$ cat config.mk
export PLATFORM = sky130hd
export DESIGN_NAME = lm_sm_sequencer_flat
export DESIGN_NICKNAME = d
export VERILOG_FILES = /design/src/rtl/lm_sm_sequencer_pkg.sv /design/src/rtl/lm_sm_sequencer_if.sv /design/src/rtl/lm_sm_sequencer_lsb.sv /design/src/rtl/lm_sm_sequencer.sv /design/src/flat_wrapper.sv
export SDC_FILE = /design/constraint.sdc
export NUM_CORES = 1
export LEC_CHECK = 0
export CAP_MARGIN = 15
export CORE_AREA = 2 2 77 79
export CTS_BUF_LIST = sky130_fd_sc_hd__clkbuf_16
export DETAILED_ROUTE_END_ITERATION = 7
export DIE_AREA = 0 0 79 81
export HOLD_SLACK_MARGIN = 0.02
export PLACE_DENSITY = 0.71
export SYNTH_ARGS = -nofsm -noshare
export SYNTH_HDL_FRONTEND = slang
export SYNTH_SLANG_ARGS = --single-unit
$ cat constraint.sdc
create_clock -name clk -period 3.55 [get_ports clk]
set_input_delay 0.8875 -clock clk [delete_from_list [all_inputs] [get_ports clk]]
set_output_delay 0.8875 -clock clk [all_outputs]
set_load 0.05 [all_outputs]
$ cat src/rtl/lm_sm_sequencer_pkg.sv
// -----------------------------------------------------------------------------
// risc_defs
//   Shared definitions for the pipelined RISC decode/register-read stage.
//   Holds the LM/SM opcodes, the register-file and word widths, the
//   sequencer state enum and a small list-manipulation helper.
// -----------------------------------------------------------------------------
package risc_defs;

    localparam logic [3:0] OP_LM = 4'b0110;
    localparam logic [3:0] OP_SM = 4'b0111;

    localparam int REG_ADDR_W = 3;
    localparam int REG_LIST_W = 8;
    localparam int WORD_W     = 16;

    typedef logic [REG_ADDR_W-1:0] regAddrT;
    typedef logic [REG_LIST_W-1:0] regListT;
    typedef logic [WORD_W-1:0]     wordT;

    typedef enum logic {
        IDLE = 1'b0,
        RUN  = 1'b1
    } seqStateT;

    // Remove one register from a list once its micro-op has been issued.
    function automatic regListT clearBit(input regListT list, input regAddrT idx);
        return list & ~(regListT'(1) << idx);
    endfunction

endpackage

$ cat src/rtl/lm_sm_sequencer_if.sv
// -----------------------------------------------------------------------------
// lm_sm_sequencer_if
//   Bundles the decode-side request, the downstream stall and the micro-op
//   outputs of the LM/SM sequencer.
//   master : decode/downstream side (drives start, isStore, regList,
//            baseAddr, stall; observes busy and the micro-op fields)
//   slave  : the sequencer itself
// -----------------------------------------------------------------------------
interface lm_sm_sequencer_if;
    import risc_defs::*;

    logic    start;
    logic    isStore;
    regListT regList;
    wordT    baseAddr;
    logic    stall;

    logic    busy;
    logic    uopValid;
    logic    uopIsStore;
    regAddrT uopReg;
    wordT    uopAddr;
    logic    uopLast;
    logic    done;

    modport master (
        output start, isStore, regList, baseAddr, stall,
        input  busy, uopValid, uopIsStore, uopReg, uopAddr, uopLast, done
    );

    modport slave (
        input  start, isStore, regList, baseAddr, stall,
        output busy, uopValid, uopIsStore, uopReg, uopAddr, uopLast, done
    );

endinterface

$ cat src/rtl/lm_sm_sequencer_lsb.sv
// -----------------------------------------------------------------------------
// lowest_set_bit
//   Combinational 8-to-3 priority encoder: returns the index of the lowest
//   set bit of a register list, with found=0 when the list is empty.
//   Ports: bits (in, list), index (out, lowest set position), found (out).
// -----------------------------------------------------------------------------
module lowest_set_bit
    import risc_defs::*;
(
    input  regListT bits,
    output regAddrT index,
    output logic    found
);

    // NOTE: give every always_comb output a default first; any path that
    // leaves one unassigned would infer a latch.
    always_comb begin
        found = 1'b0;
        index = '0;
        // Scan from the top down so the last hit, the lowest bit, wins.
        for (int i = REG_LIST_W - 1; i >= 0; i--) begin
            if (bits[i]) begin
                found = 1'b1;
                index = regAddrT'(i);
            end
        end
    end

endmodule

$ cat src/rtl/lm_sm_sequencer.sv
// -----------------------------------------------------------------------------
// lm_sm_sequencer
//   Expands a decoded Load-Multiple / Store-Multiple instruction into one
//   single-register micro-op per cycle, lowest register first, with the
//   memory address rising by one (mod 2^16) per transfer. Holds decode busy
//   while expanding and pulses done once the final micro-op is accepted.
//   Ports: clk, reset (sync, active-high), bus (lm_sm_sequencer_if.slave).
//   All outputs come straight from flops.
// -----------------------------------------------------------------------------
module lm_sm_sequencer
    import risc_defs::*;
(
    input  logic               clk,
    input  logic               reset,
    lm_sm_sequencer_if.slave   bus
);

    seqStateT state;
    regListT  remaining;
    wordT     curAddr;
    regAddrT  uopReg;
    logic     uopLast;
    logic     uopIsStore;
    logic     done;

    regAddrT  listIdx;
    logic     listFound;
    regAddrT  remIdx;
    logic     remFound;
    regListT  listCleared;
    regListT  remCleared;

    lowest_set_bit uListEnc (
        .bits  (bus.regList),
        .index (listIdx),
        .found (listFound)
    );

    lowest_set_bit uRemEnc (
        .bits  (remaining),
        .index (remIdx),
        .found (remFound)
    );

    assign listCleared = clearBit(bus.regList, listIdx);
    assign remCleared  = clearBit(remaining, remIdx);

    // NOTE: sequential state uses non-blocking assignments only, so every
    // register sees the pre-edge value of every other register.
    always_ff @(posedge clk) begin
        if (reset) begin
            state      <= IDLE;
            remaining  <= '0;
            curAddr    <= '0;
            uopReg     <= '0;
            uopLast    <= 1'b0;
            uopIsStore <= 1'b0;
            done       <= 1'b0;
        end else begin
            done <= 1'b0;
            case (state)
                IDLE: begin
                    if (bus.start) begin
                        if (listFound) begin
                            state      <= RUN;
                            uopReg     <= listIdx;
                            curAddr    <= bus.baseAddr;
                            remaining  <= listCleared;
                            uopLast    <= (listCleared == '0);
                            uopIsStore <= bus.isStore;
                        end else begin
                            // Empty list: nothing to transfer, just retire.
                            done <= 1'b1;
                        end
                    end
                end
                RUN: begin
                    if (!bus.stall) begin
                        // remFound is always set when uopLast is clear; the
                        // extra term just keeps an empty remainder from
                        // issuing a bogus micro-op.
                        if (uopLast || !remFound) begin
                            state <= IDLE;
                            done  <= 1'b1;
                        end else begin
                            uopReg    <= remIdx;
                            curAddr   <= curAddr + wordT'(1);
                            remaining <= remCleared;
                            uopLast   <= (remCleared == '0);
                        end
                    end
                end
                default: state <= IDLE;
            endcase
        end
    end

    assign bus.busy       = (state == RUN);
    assign bus.uopValid   = (state == RUN);
    assign bus.uopIsStore = uopIsStore;
    assign bus.uopReg     = uopReg;
    assign bus.uopAddr    = curAddr;
    assign bus.uopLast    = uopLast;
    assign bus.done       = done;

endmodule
$ cat src/flat_wrapper.sv
// flat-port wrapper written by rule: the top's interface ports become plain ports
module lm_sm_sequencer_flat import risc_defs::*;
  (clk, reset, bus_start, bus_isStore, bus_regList, bus_baseAddr, bus_stall, bus_busy, bus_uopValid, bus_uopIsStore, bus_uopReg, bus_uopAddr, bus_uopLast, bus_done);
  lm_sm_sequencer_if bus_i ();
  input  logic clk;
  input  logic reset;
  input wire logic [$bits(bus_i.start)-1:0] bus_start;
  input wire logic [$bits(bus_i.isStore)-1:0] bus_isStore;
  input wire logic [$bits(bus_i.regList)-1:0] bus_regList;
  input wire logic [$bits(bus_i.baseAddr)-1:0] bus_baseAddr;
  input wire logic [$bits(bus_i.stall)-1:0] bus_stall;
  output wire logic [$bits(bus_i.busy)-1:0] bus_busy;
  output wire logic [$bits(bus_i.uopValid)-1:0] bus_uopValid;
  output wire logic [$bits(bus_i.uopIsStore)-1:0] bus_uopIsStore;
  output wire logic [$bits(bus_i.uopReg)-1:0] bus_uopReg;
  output wire logic [$bits(bus_i.uopAddr)-1:0] bus_uopAddr;
  output wire logic [$bits(bus_i.uopLast)-1:0] bus_uopLast;
  output wire logic [$bits(bus_i.done)-1:0] bus_done;
  assign bus_i.start = bus_start;
  assign bus_i.isStore = bus_isStore;
  assign bus_i.regList = bus_regList;
  assign bus_i.baseAddr = bus_baseAddr;
  assign bus_i.stall = bus_stall;
  assign bus_busy = bus_i.busy;
  assign bus_uopValid = bus_i.uopValid;
  assign bus_uopIsStore = bus_i.uopIsStore;
  assign bus_uopReg = bus_i.uopReg;
  assign bus_uopAddr = bus_i.uopAddr;
  assign bus_uopLast = bus_i.uopLast;
  assign bus_done = bus_i.done;
  lm_sm_sequencer u_core (.clk(clk), .reset(reset), .bus(bus_i));
endmodule
# ---- Yosys cells after proc, flatten, opt, wreduce, memory -nomap -nowiden
# Cells that the tools add are included.
dict set report op_classes {
  reduce_logical 6
  n_eq_ne 4
  add_sub_neg 1
  n_mux 62
  n_shift 2
  bitwise 5
}
# cell n
set op_table {}
lappend op_table {{two-way mux 16 bit} 4}
lappend op_table {{two-way mux 3 bit} 20}
lappend op_table {{two-way mux 8 bit} 4}
lappend op_table {{case mux 16 bit (2 select lines)} 1}
lappend op_table {{two-way mux 1 bit} 28}
lappend op_table {{adder 16 x 1 -> 16 bit, second input constant} 1}
lappend op_table {{AND 8 bit} 2}
lappend op_table {{zero test 8 bit} 2}
lappend op_table {{inverter 8 bit} 2}
lappend op_table {{case mux 8 bit (2 select lines)} 1}
lappend op_table {{<< shifter 1 x 3 -> 8 bit, first input constant} 2}
lappend op_table {{inequality test 2 bit, second input constant} 3}
lappend op_table {{case mux 1 bit (2 select lines)} 3}
lappend op_table {{case mux 3 bit (2 select lines)} 1}
lappend op_table {{AND reduction 4 bit} 1}
lappend op_table {{AND reduction 3 bit} 1}
lappend op_table {{inequality test 2 x 1 -> 1 bit, second input constant} 1}
lappend op_table {{zero test 1 bit} 1}
lappend op_table {{logical OR 1 bit} 1}
lappend op_table {{inverter 1 bit} 1}
dict set report word_totals {
  reg_bits 31
  output_inout_bits 24
  input_bits 29
}

# ---- Longest topological paths before layout
# Gate-level depths: netlist of the first run.
dict set report logic_depth {
  ltp_word 15
  ltp_mapped 8
  mapped_depth_nobuf 6
}

# ---- Modules after synthesis
# From an unflattened synthesis of the first run, not the netlist that was laid out.
dict set report unflattened {
  cells_unflattened 288
  area_unflattened_um2 2127.0
}
# mod area_each_um2 instances cells_each seq_area_each_um2
set by_module_without_submodules {}
lappend by_module_without_submodules {lm_sm_sequencer 1966.9 1 262 620.6}
lappend by_module_without_submodules {lowest_set_bit 80.1 2 13 0.0}

# ---- Least setup slack after synthesis of the first run
# Ideal clock, no wire load.
dict set report synth_path {
  path_kind {in2reg}
  startpoint {in bus_regList[1]}
  endpoint {reg u_core.uopLast (netlist: u_core.bus.uopLast)}
  arrival_time_ps 2625
  path_slack_ps 806
  setup_ps 119
  n_path_buf 3
  stages 7
  required_time_ps 3431
  cell_sequence {buf_2 > or4_1 > buf_2 > o41a_4 > a21o_4 > buf_6 > o221a_1}
}
dict set report synth_between {
  elab_chain_cells 9
  word_cells_on_any_way 13
  cone_classes {eq/ne (1); shift (1); mux (7); bitwise (2); reduce/logical (2)}
}
# element line_no
set synth_rtl {}
lappend synth_rtl {{from (decl)} flat_wrapper.sv:9} ;# input wire logic [$bits(bus_i.regList)-1:0] bus_regList;
lappend synth_rtl {{two-way mux 3 bit (2 in a row)} lm_sm_sequencer_lsb.sv:22} ;# if (bits[i]) begin
lappend synth_rtl {{<< shifter 1 x 3 -> 8 bit} lm_sm_sequencer_pkg.sv:27} ;# return list & ~(regListT'(1) << idx);
lappend synth_rtl {{inverter 8 bit} lm_sm_sequencer_pkg.sv:27}
lappend synth_rtl {{AND 8 bit} lm_sm_sequencer_pkg.sv:27}
lappend synth_rtl {{zero test 8 bit} lm_sm_sequencer.sv:69} ;# uopLast <= (listCleared == '0);
lappend synth_rtl {{two-way mux 1 bit} lm_sm_sequencer.sv:64} ;# if (listFound) begin
lappend synth_rtl {{two-way mux 1 bit} lm_sm_sequencer.sv:63} ;# if (bus.start) begin
lappend synth_rtl {{case mux 1 bit (2 select lines)} lm_sm_sequencer.sv:61} ;# case (state)
lappend synth_rtl {{to (signal assigned)} lm_sm_sequencer.sv:69}
lappend synth_rtl {{to (signal assigned)} lm_sm_sequencer.sv:89} ;# uopLast <= (remCleared == '0);
lappend synth_rtl {{to (decl)} lm_sm_sequencer.sv:22} ;# logic uopLast;
# Several ways; a longest one is shown, not always the timed one. The select of a mux whose other input is x is not followed.
# A chain may end at the register's enable or synchronous reset.

# ---- Worst setup path after layout of the first run
dict set report layout_path {
  startpoint {in bus_regList[2]}
  endpoint {reg u_core.curAddr[0] (netlist: u_core.bus.uopAddr[0])}
}
dict set report layout_between {
  elab_chain_cells 5
}
# element line_no
set layout_rtl {}
lappend layout_rtl {{two-way mux 1 bit (3 in a row)} lm_sm_sequencer_lsb.sv:22}
lappend layout_rtl {{inequality test 2 x 1 -> 1 bit (no source line)} --}
lappend layout_rtl {{AND reduction 4 bit (no source line)} --}
lappend layout_rtl {{to (signal assigned)} lm_sm_sequencer.sv:67} ;# curAddr <= bus.baseAddr;
lappend layout_rtl {{to (signal assigned)} lm_sm_sequencer.sv:87} ;# curAddr <= curAddr + wordT'(1);
lappend layout_rtl {{to (decl)} lm_sm_sequencer.sv:20} ;# wordT curAddr;
# Every way passes these cells.

==> metrics.cfg, run 1 <==
[outcome]
status=finished clean

[yosys]
synth.distinct_cells=49
synth-edff-count=0
syn_area_mm2=0.00197
synth_ff_type=dfxtp_1
syn_inst=259
synthArstFlopShare=0
synth_nets=289
synth_seq_cells=31
ys_warn_count=0
ys_seq_area_frac=0.315
syn_avg_cell_area_um2=7.61

[placed_design]
dp_cells=373
dpl.hpwl_um=3790
numPortBuffers=52
gp_congestion=0.825

[clock_tree]
postCtsSetupBuffers=0
clkTransAtPathRegs_ns=0.05
cts_sinks=31
cts-root-buf=clkbuf_16
clk_path_buf_depth=2
cts_tree=yes
htreeDepth=2
cts_hold_buf=0
numCtsBuffers=5
clk_latency_ns=0.27
cts_resized=0

[grt]
antenna_found_initial=0
grt_pass1_wl_um=8970
overflow=0
track_usage=0.177
grt_pass1_vias=1955
grt_max_degree=39

[cells_and_area]
syn_to_final_growth_pct=35.0
nNetsFinal=335
layoutNonFillerInstCount=381
drive_above_1_share=0.0686
diodes=0
final_cell_mix=52 x clkdlybuf4s50_1, 31 x dfxtp_1, 29 x a21oi_1
final_common_cell=clkdlybuf4s50_1

[worst_setup_path]
critical_path_class=input pin to flip-flop
critPathRequiredTime_ns=3.70
cp-start-kind=input pin
critPathArrivalTime_ns=3.17
critPathBufInv=2
slowest_stage=or4_1
max_stage_delay_ns=0.58
crit_family=compound AO/OA/AOI/OAI gates
worst-path-max-fanout=13
cp-end-kind=flip-flop
cp_cell_sequence=clkdlybuf4s50_1 > or4_1 > o41a_4 > a21oi_4 > buf_4 > or3_1 > a31oi_1

[sta]
skew_ns=0.00334
fmax_mhz=332
finalSetupViolations=0
slew_violations=0
rsz0062_at_grt=false
maxSlewHeadroom=0.568
finalHoldViolCount=0
min_period_over_period=0.849
tightest_slew_ns=0.646
finalSetupTns_ns=0
min_period_ns=3.02

[floorplan]
fp.dieArea_mm2=0.00640
ios=53
die_y_um=81
initial_core_util=0.347
core_mm2=0.00568
row_count=28
dieWidth_um=79

[job]
cap_violations=0

[min_path]
hold_path_class=flip-flop to flip-flop

[routing]
drt-wirelength-per-cell_um=14.1
ant_nets=0
drcViolationCount=0
vias=2118
via_per_inst=5.56
drt_iter0_drc=129
wirelength_um=5370
drt-pass1-iter-count=4

[power]
seqPwrFrac=0.355
comb_power_share=0.302
irDropWorstVdd_uv=261
internal-power_mw=0.766
p_sw_mw=0.397
power.share.switching=0.341
p_per_area_mw_per_mm2=437
clock_power_share=0.343
cellLeakagePower_nw=0.887

-- sequential cells by signal, indices dropped and copies added, names as in the netlist --
name / count
u_core.bus.busy: 1
u_core.bus.uopLast: 1
u_core.remaining: 8
u_core.bus.done: 1
u_core.bus.uopReg: 3
u_core.bus.uopIsStore: 1
u_core.bus.uopAddr: 16
-- power by group through the flow --
stage / Sequential, mW / Clock (mW) / Combinational (mW)
final: 0.413 / 0.400 / 0.351
after global routing: 0.419 / 0.423 / 0.379
after floorplan: 0.493 / 0 / 0.163
after global placement: 0.418 / 0 / 0.347
after detailed placement: 0.419 / 0 / 0.351
after CTS: 0.412 / 0.407 / 0.353
-- worst paths after layout --
check	start	to	slack, ns	depth (start not counted)
setup reg to reg	u_core.remaining[2]	u_core.bus.uopAddr[0]	1.47	6
hold reg to reg	u_core.bus.uopReg[2]	u_core.bus.uopReg[2]	0.50	2
hold / removal	u_core.bus.uopReg[2]	u_core.bus.uopReg[2]	0.50	2
setup / recovery	bus_regList[2]	u_core.bus.uopAddr[0]	0.53	7
-- final cells by class --
cell class	count	area [um2]
inverters	10	37.5
repair buffers	57	558
clock inverters	3	12.5
flip-flops and latches	31	621
well taps	75	93.8
multi-input cells	200	1210
fillers	602	3010
clock buffers	5	125
-- synthesized netlist by cell type (all sizes together) (2+ instances only) --
| cell type | n | area [um2] |
|---|---|---|
| buf | 8 | 62.6 |
| inv | 9 | 33.8 |
| o31ai | 3 | 22.5 |
| o221a | 2 | 22.5 |
| nor4 | 4 | 25.0 |
| a211oi | 6 | 65.1 |
| clkbuf | 10 | 37.5 |
| mux2i | 2 | 20.0 |
| nand3 | 8 | 40.0 |
| and3 | 5 | 31.3 |
| and2 | 2 | 12.5 |
| a31oi | 8 | 50.1 |
| nor2b | 8 | 50.1 |
| o21ai | 29 | 145 |
| nor3 | 12 | 60.1 |
| maj3 | 2 | 20.0 |
| o22ai | 2 | 12.5 |
| o32ai | 2 | 17.5 |
| nand2 | 18 | 67.6 |
| o311ai | 5 | 43.8 |
| a2111oi | 3 | 32.5 |
| nand4 | 2 | 12.5 |
| nor2 | 23 | 86.3 |
| or4 | 4 | 30.0 |
| dfxtp | 31 | 621 |
| o2bb2ai | 2 | 17.5 |
| a21oi | 30 | 161 |
| or3 | 4 | 25.0 |
| o211ai | 2 | 15.0 |
-- worst reg2reg max path, delay by kind of cell, from the launching register on --
family                 cells  cell delay [ns]
AND/OR/NAND/NOR            2             0.42
buffers and inverters      1             0.22
flip-flops                 1             0.45
AO/OA/AOI/OAI              3             0.93
-- cell families after synthesis --
family / count (synthesis) / share of synthesized area
buffers and inverters: 28 / 0.0698
adder cells (fa/ha/maj): 3 / 0.0165
multiplexers: 2 / 0.0102
flip-flops: 31 / 0.315
AND/OR/NAND/NOR: 94 / 0.239
AO/OA/AOI/OAI: 101 / 0.350
-- metal layers --
layer | vias to the layer above | global-route usage | wire length (um)
li1 | 1074 | - | -
met1 | 980 | 0.235 | 2600
met2 | 58 | 0.269 | 2390
met3 | 6 | 0.0389 | 318
met4 | 0 | 0.0948 | 74
met5 | - | 0 | 0
-- per-stage QoR --
step | utilization | worst slack (ns) | power (mW) | hold slack (ns) | instance area [um2]
global placement | 0.445 | 0.299 | 0.765 | 0.488 | 2520
floorplan | - | 0.806 | 0.656 | 0.463 | 1970
finish | 0.469 | 0.534 | 1.16 | 0.503 | 2660
detailed placement | 0.445 | 0.262 | 0.771 | 0.490 | 2520
CTS | 0.469 | 0.556 | 1.17 | 0.504 | 2660
global route | 0.469 | 0.420 | 1.22 | 0.520 | 2660
Note: power is estimated with default switching activity, not from simulation.
==> inputs of run 2 (changes only) <==
Settings changed: PLACE_DENSITY 0.71 to 0.73.
Clock period 3.55 ns to 2.5 ns, I/O delays scaled along.
==> metrics.cfg, run 2 (same netlist as run 1, synthesis figures left out) <==
[placed_design]
dpl_worst_slack_ns=-0.223
dpl.hpwl_um=3910
placed_cell_area_mm2=0.00265
gp_congestion=0.915
numPortBuffers=52

[clock_tree]
cts_resized=0
htreeDepth=2
cts-root-buf=clkbuf_16
clkTransAtPathRegs_ns=0.05
cts_hold_buf=0
clk_path_buf_depth=2
cts_tree=yes
numCtsBuffers=5
cts_sinks=31
postCtsSetupBuffers=0
clk_latency_ns=0.28

[sta]
min_period_ns=2.44
finalHoldViolCount=0
setup_ws_ns=0.0588
rsz0062_at_grt=false
tightest_slew_ns=0.672
maxSlewHeadroom=0.550
min_period_over_period=0.976
fmax_mhz=410
finalSetupViolations=0
slew_violations=0
skew_ns=0.00633

[worst_setup_path]
critPathArrivalTime_ns=2.62
cp-end-kind=flip-flop
worst-path-max-fanout=25
cp-start-kind=input pin
critical_path_class=input pin to flip-flop
critPathRequiredTime_ns=2.68

[cells_and_area]
nNetsFinal=348
diodes=0
finish.instance_area_mm2=0.00279
final_common_cell=clkdlybuf4s50_1
syn_to_final_growth_pct=41.7
final_cell_mix=50 x clkdlybuf4s50_1, 31 x dfxtp_1, 29 x a21oi_1
drive_above_1_share=0.113
final_util=0.492
largest_reg_flops=16

[grt]
track_usage=0.173
grt_pass1_wl_um=8760
grt_pass1_vias=1910
grt_max_degree=26
overflow=0
antenna_found_initial=0

[floorplan]
dieWidth_um=79
row_count=28
core_mm2=0.00568
initial_core_util=0.347
die_y_um=81
fp.dieArea_mm2=0.00640
ios=53

[routing]
ant_nets=0
drt-wirelength-per-cell_um=14.0
wirelength_um=5520
drcViolationCount=0
via_per_inst=5.75
vias=2266
drt_iter0_drc=147
drt-pass1-iter-count=5

[power]
p_per_area_mw_per_mm2=609
total_power_mw=1.70
irDropWorstVdd_uv=371
cellLeakagePower_nw=0.954

[outcome]
status=finished clean

[min_path]
hold_path_class=flip-flop to flip-flop

[job]
cap_violations=0

run 2: changes by cell type in the layout (fill, tap and decap cells not counted):
| cell | change |
|---|---|
| clkinv_2 | -1 |
| buf_4 | +12 |
| buf_12 | +3 |
| inv_1 | -2 |
| clkinv_1 | +2 |
| clkdlybuf4s50_1 | -2 |
| clkinvlp_4 | +1 |
run 2: critical path: stages:
cell and delay, ns:
clkdlybuf4s50_1 0.41, or4_1 0.56, o41a_4 0.40, a21o_4 0.30, a2111oi_2 0.31
run 2: stage by stage:
stage	cells	TNS, ns	hold slack [ns]
after floorplan	259	0	0.463
after global placement	386	-3.45	0.482
after detailed placement	386	-3.99	0.487
after CTS	394	0	0.497
after global routing	394	0	0.528
final	394	0	0.492
run 2: layout make-up:
type | instances | area (um2)
fill | 552 | 2880
multi-input combinational | 200 | 1210
timing repair buffer | 70 | 688
sequential | 31 | 621
clock buffer | 5 | 125
tap | 75 | 93.8
inverter | 10 | 37.5
clock inverter | 3 | 15.0
run 2: power breakdown:
group,total [mW],switching [mW],internal [mW]
logic,0.533,0.313,0.220
clock network,0.582,0.221,0.361
registers,0.587,0.0504,0.536
run 2: final timing paths:
check	from	endpoint	slack [ns]	cells after the start
setup / recovery	bus_regList[3]	u_core.bus.uopAddr[10]	0.06	5
hold / removal	u_core.bus.uopReg[2]	u_core.bus.uopReg[2]	0.49	2
setup reg to reg	u_core.remaining[4]	u_core.bus.uopAddr[10]	0.44	5
hold reg to reg	u_core.bus.uopReg[2]	u_core.bus.uopReg[2]	0.49	2
run 2: routing by layer:
layer | share of wire | vias up | global-route usage
li1 | - | 1097 | -
met1 | 0.45 | 1044 | 0.231
met5 | 0 | - | 0
met3 | 0.081 | 15 | 0.0544
met2 | 0.45 | 110 | 0.254
met4 | 0.023 | 0 | 0.0810
==> inputs of run 3 (changes only) <==
Settings changed: CTS_CLUSTER_DIAMETER set to 150.
==> results of run 3 <==
Final layout, timing and power as in run 2 (identical DEF).
